`config.mk`:
```
export PLATFORM = sky130hd
export DESIGN_NAME = mem_stage_ctrl
export DESIGN_NICKNAME = d
export VERILOG_FILES = /design/src/rtl/riscv_pkg.sv /design/src/rtl/lsu_align.sv /design/src/rtl/mem_stage_ctrl.sv
export SDC_FILE = /design/constraint.sdc
export NUM_CORES = 1
export LEC_CHECK = 0
export ABC_AREA = 1
export CAP_MARGIN = 20
export CORE_AREA = 8 8 111 113
export DETAILED_ROUTE_END_ITERATION = 10
export DIE_AREA = 0 0 119 121
export PLACE_DENSITY = 0.85
export SLEW_MARGIN = 10
export SYNTH_ARGS = -nofsm -noshare
export SYNTH_HDL_FRONTEND = slang
export SYNTH_HIERARCHICAL = 1
export SYNTH_SLANG_ARGS = --single-unit
```
`constraint.sdc`:
```
create_clock -name clk -period 2.94 [get_ports clk]
set_input_delay 0.735 -clock clk [delete_from_list [all_inputs] [get_ports clk]]
set_output_delay 0.735 -clock clk [all_outputs]
set_load 0.01 [all_outputs]
```
`src/rtl/riscv_pkg.sv`:
```
// Shared definitions for the MEM-stage load/store path.
// Holds the MEM controller state encoding and the RV32I funct3 codes
// for loads and stores.
package riscv_pkg;

  typedef enum logic [1:0] {
    MEM_IDLE = 2'd0,
    MEM_BUSY = 2'd1,
    MEM_DONE = 2'd2
  } mem_state_t;

  localparam logic [2:0] F3_LB  = 3'b000;
  localparam logic [2:0] F3_LH  = 3'b001;
  localparam logic [2:0] F3_LW  = 3'b010;
  localparam logic [2:0] F3_LBU = 3'b100;
  localparam logic [2:0] F3_LHU = 3'b101;

  localparam logic [2:0] F3_SB  = 3'b000;
  localparam logic [2:0] F3_SH  = 3'b001;
  localparam logic [2:0] F3_SW  = 3'b010;

endpackage

```
`src/rtl/lsu_align.sv`:
```
// Combinational lane logic for the MEM stage.
// Decodes funct3 into legality / misalignment, builds byte enables and
// lane-replicated store data, and extracts/extends load data from a word.
//   funct3     : access size/sign
//   is_store   : 1 = store decode, 0 = load decode
//   addr_lo    : byte offset within the word
//   store_data : right-aligned store data
//   load_word  : captured read word
//   be         : byte enables
//   wdata      : store data replicated into all lanes
//   load_data  : extracted, extended load result
//   legal      : funct3 is a valid op for this direction
//   misaligned : legal op whose offset violates its natural alignment
module lsu_align
  import riscv_pkg::*;
(
  input  logic [2:0]  funct3,
  input  logic        is_store,
  input  logic [1:0]  addr_lo,
  input  logic [31:0] store_data,
  input  logic [31:0] load_word,
  output logic [3:0]  be,
  output logic [31:0] wdata,
  output logic [31:0] load_data,
  output logic        legal,
  output logic        misaligned
);

  logic [31:0] shifted;
  logic [7:0]  byte_sel;
  logic [15:0] half_sel;

  always_comb begin
    shifted  = load_word >> {addr_lo, 3'b000};
    byte_sel = shifted[7:0];
    half_sel = addr_lo[1] ? load_word[31:16] : load_word[15:0];
  end

  always_comb begin
    be         = 4'b0000;
    wdata      = 32'd0;
    load_data  = 32'd0;
    legal      = 1'b0;
    misaligned = 1'b0;
    if (is_store) begin
      case (funct3)
        F3_SB: begin
          legal = 1'b1;
          be    = 4'b0001 << addr_lo;
          wdata = {4{store_data[7:0]}};
        end
        F3_SH: begin
          legal      = 1'b1;
          misaligned = addr_lo[0];
          be         = 4'b0011 << {addr_lo[1], 1'b0};
          wdata      = {2{store_data[15:0]}};
        end
        F3_SW: begin
          legal      = 1'b1;
          misaligned = |addr_lo;
          be         = 4'b1111;
          wdata      = store_data;
        end
        default: ;
      endcase
    end else begin
      case (funct3)
        F3_LB: begin
          legal = 1'b1; be = 4'b1111;
          load_data = {{24{byte_sel[7]}}, byte_sel};
        end
        F3_LBU: begin
          legal = 1'b1; be = 4'b1111;
          load_data = {24'd0, byte_sel};
        end
        F3_LH: begin
          legal = 1'b1; be = 4'b1111; misaligned = addr_lo[0];
          load_data = {{16{half_sel[15]}}, half_sel};
        end
        F3_LHU: begin
          legal = 1'b1; be = 4'b1111; misaligned = addr_lo[0];
          load_data = {16'd0, half_sel};
        end
        F3_LW: begin
          legal = 1'b1; be = 4'b1111; misaligned = |addr_lo;
          load_data = load_word;
        end
        default: ;
      endcase
    end
  end

endmodule

```
`src/rtl/mem_stage_ctrl.sv`:
```
// MEM-stage load/store controller.
// Issues one data-memory request per MEM-stage op, stalls the pipeline
// until the memory answers (or a timeout fires), then releases the op
// for one DONE cycle carrying the extended load data.
//   clk, rst            : clock, synchronous active-high reset
//   mem_read_m/_write_m : load / store in MEM (both set = store)
//   funct3_m            : access size/sign
//   alu_result_m        : byte address
//   write_data_m        : right-aligned store data
//   dmem_*              : request/response to data memory
//   read_data_m         : extended load data to MEM/WB
//   mem_stall           : freeze upstream pipeline registers
//   wb_bubble           : MEM/WB loads a bubble
//   misalign_exc        : misaligned-access pulse
//   timeout_exc         : memory-timeout pulse
module mem_stage_ctrl
  import riscv_pkg::*;
#(
  parameter int TIMEOUT_CYCLES = 15
) (
  input  logic        clk,
  input  logic        rst,
  input  logic        mem_read_m,
  input  logic        mem_write_m,
  input  logic [2:0]  funct3_m,
  input  logic [31:0] alu_result_m,
  input  logic [31:0] write_data_m,
  output logic        dmem_req,
  output logic        dmem_we,
  output logic [31:0] dmem_addr,
  output logic [31:0] dmem_wdata,
  output logic [3:0]  dmem_be,
  input  logic        dmem_ready,
  input  logic [31:0] dmem_rdata,
  output logic [31:0] read_data_m,
  output logic        mem_stall,
  output logic        wb_bubble,
  output logic        misalign_exc,
  output logic        timeout_exc
);

  localparam logic [7:0] TO_LIM = 8'(TIMEOUT_CYCLES);

  mem_state_t  state, state_nxt;
  logic [7:0]  cnt;
  logic [31:0] cap;
  logic        to_q;

  logic        op, legal, misal, go, busy, to_hit;
  logic [3:0]  be_w;
  logic [31:0] wdata_w, ld_w;
  logic [7:0]  cnt_inc;

  assign op      = mem_read_m | mem_write_m;
  assign go      = op & legal & ~misal;
  assign busy    = (state == MEM_BUSY);
  assign cnt_inc = cnt + 8'd1;
  assign to_hit  = busy & ~dmem_ready & (cnt_inc == TO_LIM);

  // Store wins when both read and write are flagged.
  lsu_align u_align (
    .funct3     (funct3_m),
    .is_store   (mem_write_m),
    .addr_lo    (alu_result_m[1:0]),
    .store_data (write_data_m),
    .load_word  (cap),
    .be         (be_w),
    .wdata      (wdata_w),
    .load_data  (ld_w),
    .legal      (legal),
    .misaligned (misal)
  );

  // Request fields are only presented while a request is outstanding,
  // so the bus reads all-zero whenever nothing is in flight.
  assign dmem_we     = busy & mem_write_m;
  assign dmem_addr   = busy ? {alu_result_m[31:2], 2'b00} : 32'd0;
  assign dmem_wdata  = busy ? wdata_w : 32'd0;
  assign dmem_be     = busy ? be_w : 4'b0000;
  assign timeout_exc = to_q;

  always_comb begin
    state_nxt    = state;
    dmem_req     = 1'b0;
    mem_stall    = 1'b0;
    wb_bubble    = 1'b0;
    misalign_exc = 1'b0;
    read_data_m  = 32'd0;
    case (state)
      MEM_IDLE: begin
        misalign_exc = op & legal & misal;
        if (go) begin
          mem_stall = 1'b1;
          wb_bubble = 1'b1;
          state_nxt = MEM_BUSY;
        end
      end
      MEM_BUSY: begin
        dmem_req  = 1'b1;
        mem_stall = 1'b1;
        wb_bubble = 1'b1;
        if (dmem_ready || to_hit) state_nxt = MEM_DONE;
      end
      MEM_DONE: begin
        // Always return to IDLE: the pipeline advances this cycle, so the
        // op that was just serviced is gone before IDLE samples again.
        if (!mem_write_m) read_data_m = ld_w;
        state_nxt = MEM_IDLE;
      end
      default: state_nxt = MEM_IDLE;
    endcase
  end

  always_ff @(posedge clk) begin
    if (rst) begin
      state <= MEM_IDLE;
      cnt   <= 8'd0;
      cap   <= 32'd0;
      to_q  <= 1'b0;
    end else begin
      state <= state_nxt;
      to_q  <= 1'b0;
      if (busy) begin
        if (dmem_ready) begin
          cap <= dmem_rdata;
          cnt <= 8'd0;
        end else if (to_hit) begin
          cap  <= 32'd0;
          cnt  <= 8'd0;
          to_q <= 1'b1;
        end else begin
          cnt <= cnt_inc;
        end
      end else begin
        cnt <= 8'd0;
      end
    end
  end

endmodule

```
After elaboration in Yosys (flattened, before gate mapping)
Cells that the tools add are included.
{"block": "totals", "in_bits": 104, "romBits": 0, "word_cells": 67, "output_inout_bits": 106, "ramBits": 0, "register_bits": 43, "latchBits": 0, "n_memories": 0}
{"block": "classes", "n_reduce_logical": 12, "shift": 3, "multipliers": 0, "muxes": 28, "n_addsub": 1, "order_cmp": 0, "div": 0, "n_eq_ne": 9, "bitwise_logic": 10}
{"operator": "32-bit two-way mux", "count": 7}
{"operator": "32-bit one-hot mux with 5 select lines", "count": 1}
{"operator": "32-bit one-hot mux with 3 select lines", "count": 1}
{"operator": "32-bit by 5-bit >> shifter with 8-bit output", "count": 1}
{"operator": "16-bit two-way mux", "count": 1}
{"operator": "4-bit two-way mux", "count": 3}
{"operator": "4-bit one-hot mux with 3 select lines", "count": 1}
{"operator": "8-bit by 1-bit adder with 8-bit output, second input constant", "count": 1}
{"operator": "8-bit by 4-bit == test with 1-bit output, second input constant", "count": 1}
{"operator": "1-bit two-way mux", "count": 8}
{"operator": "1-bit bitwise AND", "count": 6}
{"operator": "3-bit == test, second input constant", "count": 2}
{"operator": "1-bit one-hot mux with 2 select lines", "count": 3}
{"operator": "3-bit OR reduction", "count": 2}
{"operator": "5-bit OR reduction", "count": 1}
{"operator": "2-bit two-way mux", "count": 2}
{"operator": "2-bit one-hot mux with 2 select lines", "count": 1}
{"operator": "2-bit AND reduction", "count": 2}
{"operator": "2-bit OR reduction", "count": 2}
{"operator": "4-bit OR reduction", "count": 1}
{"operator": "1-bit by 2-bit left shift with 4-bit output, first input constant", "count": 1}
{"operator": "2-bit by 2-bit left shift with 4-bit output, first input constant", "count": 1}
{"operator": "3-bit by 1-bit == test with 1-bit output, second input constant", "count": 1}
{"operator": "3-bit by 2-bit == test with 1-bit output, second input constant", "count": 1}
{"operator": "other kinds (10)", "count": 12}

Longest topological paths before layout
{"block": "logic_depth", "ltp_word": 8, "mapped_depth": 12}

Hierarchy
The synthesis kept the hierarchy.
{"mod": "mem_stage_ctrl", "n_inst": 1, "area_each_um2": 2610.0, "cells_each": 440}
{"mod": "lsu_align", "n_inst": 1, "area_each_um2": 1731.7, "cells_each": 390}

Worst setup path after synthesis
No wires, ideal clock.
{"block": "synth_timing", "path_kind": "input-to-output", "startpoint": "input port funct3_m[0]", "endpoint": "output port wb_bubble", "required_time_ns": 2.205, "t_arrival_ns": 1.960, "n_path_buf": 3, "path_stages": 11, "setup_slack_ns": 0.245, "path_cell_list": "buf_2 > inv_1 > nand3_2 > inv_2 > buf_2 > a21oi_1 > nor2_1 > nor2_1 > nand2_1 > nand2_1 > buf_4"}
{"block": "synth_between", "elab_chain_len": 8, "word_cells_on_any_way": 19, "classes_between": "4 x eq/ne; 8 x mux; 3 x bitwise; 4 x reduce/logical"}
{"element": "start: declaration", "line": "mem_stage_ctrl.sv:25", "source": "input logic [2:0] funct3_m,"}
{"element": "3-bit by 1-bit == test with 1-bit output / 3-bit == test (equally long branches)", "line": "lsu_align.sv:46, lsu_align.sv:67"}
{"element": "2-bit OR reduction (no source line)"}
{"element": "1-bit one-hot mux with 2 select lines", "line": "lsu_align.sv:67", "source": "case (funct3)"}
{"element": "1-bit two-way mux *", "line": "lsu_align.sv:45", "source": "if (is_store) begin"}
{"element": "via misal", "line": "mem_stage_ctrl.sv:49", "source": "logic op, legal, misal, go, busy, to_hit;"}
{"element": "1-bit inverter *", "line": "mem_stage_ctrl.sv:55", "source": "assign go = op & legal & ~misal;"}
{"element": "1-bit bitwise AND *", "line": "mem_stage_ctrl.sv:55"}
{"element": "1-bit two-way mux *"}
{"element": "1-bit one-hot mux with 2 select lines *"}
{"element": "end: declaration", "line": "mem_stage_ctrl.sv:37", "source": "output logic wb_bubble,"}
The timed path passes the listed nets; every way through them passes the cells marked *.

Final worst setup path
{"block": "layout_timing", "startpoint": "input port funct3_m[2]", "endpoint": "output port dmem_wdata[5]"}
{"block": "layout_between", "elab_chain_len": 4, "word_cells_on_any_way": 6, "classes_between": "2 x eq/ne; 3 x mux; 1 x reduce/logical"}
{"element": "3-bit by 2-bit == test with 1-bit output, or another cell as far along", "line": "lsu_align.sv:46", "source": "case (funct3)"}
{"element": "32-bit one-hot mux with 3 select lines *", "line": "lsu_align.sv:46"}
{"element": "32-bit two-way mux *", "line": "lsu_align.sv:45"}
{"element": "via wdata_w[5]", "line": "mem_stage_ctrl.sv:51", "source": "logic [31:0] wdata_w, ld_w;"}
{"element": "32-bit two-way mux *", "line": "mem_stage_ctrl.sv:78", "source": "assign dmem_wdata = busy ? wdata_w : 32'd0;"}
{"element": "end: declaration", "line": "mem_stage_ctrl.sv:31", "source": "output logic [31:0] dmem_wdata,"}
Marked as above.

==> reports/results.txt <==
status: complete, no violations
placer congestion estimate: 0.967
power density cells: 236 mW/mm^2
PnR Total Power: 0.00160 W
Crit Path Class: input pin to primary output
Post-Route Utilization: 0.639
Ports: 210
area leader, netlist: dfxtp_1
H-tree Lvls: 2
GRT overflow: 0
CP Max Fanout: 6
Hold Path Depth: 2
largest net degree at the start of global routing: 46
synthesized instance count: 830
multi-input logic area: 0.00261 mm^2
Rows: 38
vias in the first global route: 5,199
Slew Limit Fails: 0
Clock Latency Late Sink: 0.30 ns
clk root buf: clkbuf_8
synthesized flop and latch total: 43
Area Growth Syn to Fin: 56.1%
crit path launch: funct3_m[2]
initial antenna violation count: 0
count of different cell masters after synthesis: 29
Crit path largest cell delay: 0.29 ns
CP max stage cell: dlygate4sd2_1
mux share of post-synthesis cell area: 0
Final period util: 0.979
Die Ht: 121 um
top_reg_cell synth: dfxtp_1
Synth top area share: 0.198
initial detailed-routing violation count: 514
Critical Path Sink Type: primary output
CTS max path bufs: 2
Sw Ratio: 0.330
synth warn: 6
fmax: 347 MHz
GRT Total Usage: 0.213
Clock Power Share: 0.239
first-pass GRT wire length: 25,600 um
Fill cells: 1,006
via/cell ratio: 4.71
Seq/Total Area, Yosys: 0.198
delay-heaviest family, CP: buffers and inverters
Starting Density: 0.409
P_sw: 0.000528 W
crit-path cells: dlygate4sd2_1, inv_2, buf_4, nand2_1, nand2_1, nand2_2, buf_4, nor2_1, inv_1, nor2_1, dlygate4sd2_1
endpoints failing setup: 0
DRT Wirelength: 16,700 um
Sequential Power Share: 0.385
hold_sp: cap[19]
WP data arrival: 2.14 ns
Die W: 119 um
Worst Path Buf+Inv: 6
share of layout cells above drive strength 1: 0.192
Fin. Hold Viols: 0
CTS Hold Bufs: 0
Leak Pwr: 3.16 nW
Placed Cells: 1,185
Register Area: 861 um^2
Post-Synth XOR/XNOR Area: 0
post-synthesis async set-or-reset flop share: 0
R2R depth: 9
clock-pin slew on the worst setup and hold paths: 0.09 ns
Internal: 0.00107 W
Num CTS Buffers: 5
Crit. path cell count: 11
Final #Nets: 1,168
largest family of logic cells by synthesized area: simple AND/OR/NAND/NOR gates
DR vias: 5,669
hpwl dp: 13,400 um
wire per inst: 13.9 um
CTS tree: built
Hold Path Class: flip-flop to flip-flop
Post-synth EDFFs: 0
Pre-antenna DRT Iters: 5
CP startpoint kind: input pin
Ant. Diodes: 0
adder-cell share of the synthesized area: 0.00576
number of port buffers: 207
Post-route DRC: 0
post-synthesis compound-gate area fraction: 0.118
# clock sinks: 43
Post-Synth Simple-Gate Area: 0.460
max_cap viols: 0
Critical R2R Launch: state[0]
skew final: 0.00954 ns
unrepaired setup endpoints after global routing: true
setup TNS: 0 ns
Detail Route Antenna Nets: 0
Layout Cells excl Fill: 1,203
CP required: 2.20 ns
die area: 0.0144 mm^2
syn_area_per_cell: 5.23 um^2
min Tclk post-route: 2.88 ns
VDD IR max: 0.000256 V
core area: 0.0106 mm^2
Synth Cell Area: 0.00434 mm^2
Synth area leaders: dfxtp_1, nand2_1, inv_1, nor2_1, nand3_1
Combinational Power Share: 0.376
## per-stage QoR
stage / cell area, um^2 / setup slack, ns / hold slack (ns)
after CTS: 6930 / 0.000376 / 0.485
after global placement: 6820 / -0.582 / 0.469
after detailed placement: 6820 / -0.606 / 0.472
after floorplan: 4350 / 0.245 / 0.452
after global routing: 6780 / -0.0173 / 0.521
final: 6780 / 0.0610 / 0.484
## metal layers
layer / up-vias / GRT usage / share of wire
met3: 31 / 0.0335 / 0.065
li1: 2912 / - / -
met2: 209 / 0.377 / 0.50
met1: 2517 / 0.267 / 0.41
met5: - / 0 / 0
met4: 0 / 0.0482 / 0.023
## flip-flops by register name, summed over array words and instances, names as in the netlist
| name | count |
|---|---|
| cnt | 8 |
| state | 2 |
| timeout_exc | 1 |
| cap | 32 |
## worst reg2reg max path, stage by stage (launching register included)
cell	delay (ns)
dfxtp_1	0.34
inv_1	0.06
nor2_1	0.23
inv_2	0.06
buf_4	0.27
nor2_4	0.32
inv_1	0.12
buf_4	0.26
nand3_1	0.15
a21oi_1	0.07
## cells in the mapped netlist, types with 2 or more instances
master and instances:
nand2_1 217, inv_1 178, nor2_1 156, nand3_1 70, a21oi_1 56, dfxtp_1 43, a21oi_2 21, clkbuf_1 17
buf_2 13, nand3_2 12, buf_4 6, inv_2 6, buf_1 5, buf_6 5, nor2_2 4, nand4_1 3
nor2_4 3, ha_1 2, o21ai_0 2, o21ai_1 2
## path summary, 6_finish.rpt
| path | to | slack, ns |
|---|---|---|
| min reg2reg | cap[19] | 0.48 |
| min | cap[19] | 0.48 |
| max | dmem_wdata[5] | 0.06 |
| max reg2reg | cap[11] | 0.97 |
## power by group through the flow
| stage | clock network (W) | registers (W) | logic, W |
|---|---|---|---|
| finish | 0.000382 | 0.000616 | 0.000601 |
| global route | 0.000413 | 0.000618 | 0.000653 |
| CTS | 0.000386 | 0.000615 | 0.000591 |
| detailed placement | 0 | 0.000629 | 0.000584 |
| global placement | 0 | 0.000628 | 0.000580 |
| floorplan | 0 | 0.000622 | 0.000265 |
## cell families after synthesis
group / count (synthesis)
AO/OA/AOI/OAI: 84
adder cells (fa/ha/maj): 2
buffers and inverters: 231
flip-flops: 43
other: 1
AND/OR/NAND/NOR: 469
## cells in the final DEF, fill, tap and decap left out, types with 4 or more instances in the layout
cell type	Yosys	routed
buf_12	0	7
nand3_1	70	70
clkdlybuf4s50_1	0	130
nor2_1	156	152
buf_6	5	7
nor2_2	4	7
clkbuf_8	0	5
clkbuf_2	0	28
inv_1	178	174
buf_4	6	48
dfxtp_1	43	43
a21oi_2	21	24
nand3_2	12	10
inv_2	6	9
dlygate4sd2_1	0	9
nand2_1	217	213
nand2_2	1	4
a21oi_1	56	53
nor2_4	3	4
buf_2	13	36
## area by class of cell
type	instances	area share
clock inverter	3	0.00351
timing repair buffer	270	0.346
multi-input combinational	557	0.384
inverter	185	0.103
tap	140	0.0258
sequential	43	0.127
clock buffer	5	0.0102
## repair_timing
action / in CTS / in global routing
gates cloned: 1 / 0
resized for setup: 190 / 83
endpoints found under the setup margin: 71 / 67
hold endpoints to repair: 0 / 0
setup buffers: 6 / 3
pin swaps: 5 / 8
No activity file was read; power rests on OpenSTA's default activity.
